--- src/rtl/mul_sequencer.sv ---
// Multi-cycle shift-add MUL sequencer beside the EX-stage ALU.
// Stalls the pipeline for WIDTH+1 cycles, then pulses Done with Result.
module mul_sequencer #(
  parameter int          WIDTH      = 32,
  parameter logic [3:0]  ALUCON_MUL = 4'b0010
) (
  input  logic             Clk,
  input  logic             Rst,
  input  logic             Valid,
  input  logic [3:0]       ALUcon,
  input  logic [WIDTH-1:0] A,
  input  logic [WIDTH-1:0] B,
  input  logic             Flush,
  output logic             Stall,
  output logic             Busy,
  output logic             Done,
  output logic [WIDTH-1:0] Result
);

  localparam int CW = (WIDTH > 1) ? $clog2(WIDTH) : 1;
  localparam logic [CW-1:0] LAST = CW'(WIDTH - 1);

  typedef enum logic [1:0] {
    IDLE,
    RUN,
    DONE
  } state_t;

  state_t           state;
  state_t           state_nx;
  logic [WIDTH-1:0] mcand;
  logic [WIDTH-1:0] mplier;
  logic [WIDTH-1:0] acc;
  logic [WIDTH-1:0] acc_nx;
  logic [CW-1:0]    cnt;
  logic             start;
  logic             last;

  assign start  = Valid && (ALUcon == ALUCON_MUL);
  assign last   = (cnt == LAST);
  assign acc_nx = mplier[0] ? acc + mcand : acc;

  always_ff @(posedge Clk or negedge Rst) begin
    if (!Rst) state <= IDLE;
    else      state <= state_nx;
  end

  // Flush and reset both drop Stall in the same cycle
  always_comb begin
    state_nx = state;
    Stall    = 1'b0;
    unique case (state)
      IDLE: begin
        if (start) begin
          state_nx = RUN;
          Stall    = 1'b1;
        end
      end
      RUN: begin
        Stall = 1'b1;
        if (last) state_nx = DONE;
      end
      DONE:    state_nx = IDLE;
      default: state_nx = IDLE;
    endcase
    if (Flush) begin
      state_nx = IDLE;
      Stall    = 1'b0;
    end
    if (!Rst) Stall = 1'b0;
  end

  always_ff @(posedge Clk or negedge Rst) begin
    if (!Rst) begin
      mcand  <= '0;
      mplier <= '0;
      acc    <= '0;
      cnt    <= '0;
      Result <= '0;
      Busy   <= 1'b0;
      Done   <= 1'b0;
    end else begin
      Busy <= (state_nx == RUN);
      Done <= (state_nx == DONE);
      if (state == IDLE && start && !Flush) begin
        mcand  <= A;
        mplier <= B;
        acc    <= '0;
        cnt    <= '0;
      end else if (state == RUN && !Flush) begin
        acc    <= acc_nx;
        mcand  <= mcand << 1;
        mplier <= mplier >> 1;
        cnt    <= cnt + CW'(1);
        if (last) Result <= acc_nx;
      end
    end
  end

endmodule

--- config.mk ---
export PLATFORM = sky130hd
export DESIGN_NAME = mul_sequencer
export DESIGN_NICKNAME = d
export VERILOG_FILES = /design/src/rtl/mul_sequencer.sv
export SDC_FILE = /design/constraint.sdc
export NUM_CORES = 1
export LEC_CHECK = 0
export ABC_AREA = 1
export CORE_MARGIN = 2
export CORE_UTILIZATION = 61
export DETAILED_ROUTE_END_ITERATION = 16
export GPL_TIMING_DRIVEN = 0
export PLACE_DENSITY = 0.93
export SETUP_SLACK_MARGIN = 0.5
export SKIP_CTS_REPAIR_TIMING = 1
export SLEW_MARGIN = 30
export SYNTH_ARGS = -nofsm -noshare
export SYNTH_HDL_FRONTEND = slang
export SYNTH_SLANG_ARGS = --single-unit
--- constraint.sdc ---
create_clock -name Clk -period 4.8 [get_ports Clk]
set_input_delay 0.96 -clock Clk [delete_from_list [all_inputs] [get_ports Clk]]
set_output_delay 0.96 -clock Clk [all_outputs]
set_load 0.1 [all_outputs]
==> metrics.cfg <==
[status]
status=complete, no violations

[timing]
relSlewSlack=0.318
fin_crit_sh=0.814
fin_ws_ns=0.894
final.min_clock_period_ns=3.91
setup-violations-final=0
final-max-slew-violation-count=0
hold_viol=0
fmax_mhz=256
grt_setup_unrepaired=false
tightest_slew_ns=1.02
finalClockSkew_ns=0.00911
tns_ns=0
fin_hold_ws_ns=0.423

[worst_setup_path]
worst_path_largest_cell_delay_ns=0.46
rrSetupSlack_ns=2.27
r2r_start=acc[0]
crit_arrival_ns=2.95
crit_chain=clkdlybuf4s50_1, inv_1, nand4_1, nor4_2, inv_2, nand2_2, inv_2, buf_2, nor2_1, clkbuf_2
crit_fanout=10
slowest_stage=clkbuf_2
startpoint_type=primary input
crit_type=in2out
required_ns=3.84
cp-startpoint=ALUcon[0]
crit_top_cell=inv_2
cp-end-kind=primary output

[place]
gp_congestion=0.969
detailed_place_hpwl_um=17500
pre_cts_slack_ns=0.232
numPortBuffers=106
place_area_um2=9650

[grt]
grt_pass1_vias=8253
gr-usage-met2=0.592
grt_pass1_wl_um=40600
grt_util_met1=0.448
antenna_found_initial=0
grt_max_degree=91
grt.overflow.total=0
grt_usage=0.362
use_met3=0.0794
grt_busiest_layer=met2

[logic_synthesis]
synth_top_flop_cell=dfrtp_1
synthArstFlopShare=1.00
synth_edf_count=0
ys_warn_count=0
synthDistinctLibCells=40
syn_area_per_cell_um2=7.31
synth_seq_area_share=0.411
syn_inst=1141
syn_area_um2=8340
ys_ff_latch=137
synth_nets=1247

[drt]
wl_um=25000
antenna_left=0
drc=0
vias=8218
first_pass_iters=5
first_iter_violations=740
via_per_inst=5.65
post_drt_wl_per_cell_um=17.2

[floorplan]
fp.coreArea_um2=13300
die_area_um2=14600
initial_core_util=0.627
die_h_um=121
rows=42
num_io_pins=107
dieWidth_um=121

[layout]
layout_commonest_cell=nand2_1
nets=1373
fillers=987
drive_above_1_share=0.0852
final_cell_area_um2=10200
area_delta_synth_final_pct=22.8
antennaDiodeCount=0
final_cell_mix=nand2_1 (398), inv_1 (197), dfrtp_1 (137)

[pwr]
ir_drop_mv=0.418
power.density_nw_per_um2=557
power_leakage_nw=5.40

[clock_tree]
cts_buffers=17
clock_latency_ns=0.44
cts_sinks=137
path_clk_slew_ns=0.06
cts_tree=yes
htree_levels=4
cts_buffer_depth=2
cts_root_buffer=clkbuf_16

[job]
drv_cap=0

[hold_path]
hold_class=in2async

per-layer routing:
layer | share of wire | up-vias
met3 | 0.073 | 89
met5 | 0 | -
met1 | 0.40 | 3849
met2 | 0.48 | 397
met4 | 0.049 | 0
li1 | - | 3883
critical path: cells and delay by family:
| family | cells | cell delay [ns] |
|---|---|---|
| and+or+nand+nor | 4 | 0.57 |
| buffers and inverters | 6 | 1.40 |
path summary, 6_finish.rpt:
check	endpoint	cells past startpoint
min in group Clk	Result[17]	2
max in group asynchronous	Result[29]	2
worst min register to register	Result[17]	2
worst min-delay path	mcand[11]	1
worst max-delay path	Stall	10
worst max register to register	acc[28]	12
state kept, by name, summed over array words and instances, names as in the netlist:
name / count
acc: 32
mplier: 32
state: 2
Result: 32
Busy: 1
mcand: 32
Done: 1
cnt: 5
logic make-up after synthesis:
logic type               after synthesis  share of synthesized area
flip-flops                           137                      0.411
adder cells (fa/ha/maj)               34                     0.0519
AO/OA/AOI/OAI                        130                      0.109
buffers and inverters                244                      0.117
AND/OR/NAND/NOR                      581                      0.295
XOR/XNOR                              15                     0.0158
power by group:
group	switching, mW	internal [mW]	leakage [nW]	total [mW]
registers	0.210	1.46	1.75	1.67
logic	1.70	0.955	3.36	2.66
clock network	0.537	0.845	0.294	1.38
final cells by class:
type | instances | area [um^2] | share of cell area
Buffer | 40 | 206 | 0.0202
Clock buffer | 21 | 460 | 0.0450
Clock inverter | 10 | 143 | 0.0139
Inverter | 204 | 766 | 0.0748
Multi-Input combinational cell | 760 | 3940 | 0.384
Sequential cell | 137 | 3430 | 0.335
Tap cell | 176 | 220 | 0.0215
Timing Repair Buffer | 107 | 1080 | 0.105
synth_stat cells (2+ instances only):
cell type	instances	area, um^2
xnor2_1	10	87.6
dfrtp_1	137	3430
inv_1	197	739
a21oi_1	24	120
nand2_1	398	1490
o21bai_1	3	22.5
nand4_1	5	31.3
clkinv_1	2	7.51
xor2_1	5	43.8
o22ai_1	3	18.8
o21ai_1	8	40.0
nand3_2	8	80.1
buf_2	21	105
a22oi_1	2	15.0
buf_4	6	45.0
nor2_1	48	180
inv_2	5	18.8
or2_2	15	93.8
o21ai_0	24	120
ha_1	33	413
clkbuf_1	11	41.3
nand2_2	12	75.1
o221ai_1	61	534
nand3_1	85	425
nor3_1	3	15.0
per-stage QoR:
stage | power [mW] | utilization | cells
3_5_place_dp | 4.21 | 0.726 | 1424
4_1_cts | 5.65 | 0.771 | 1455
2_1_floorplan | 3.55 | - | 1141
5_1_grt | 6.09 | 0.770 | 1455
3_3_place_gp | 4.13 | 0.723 | 1423
6_report | 5.71 | 0.770 | 1455
No activity file was read; power rests on OpenSTA's default activity.
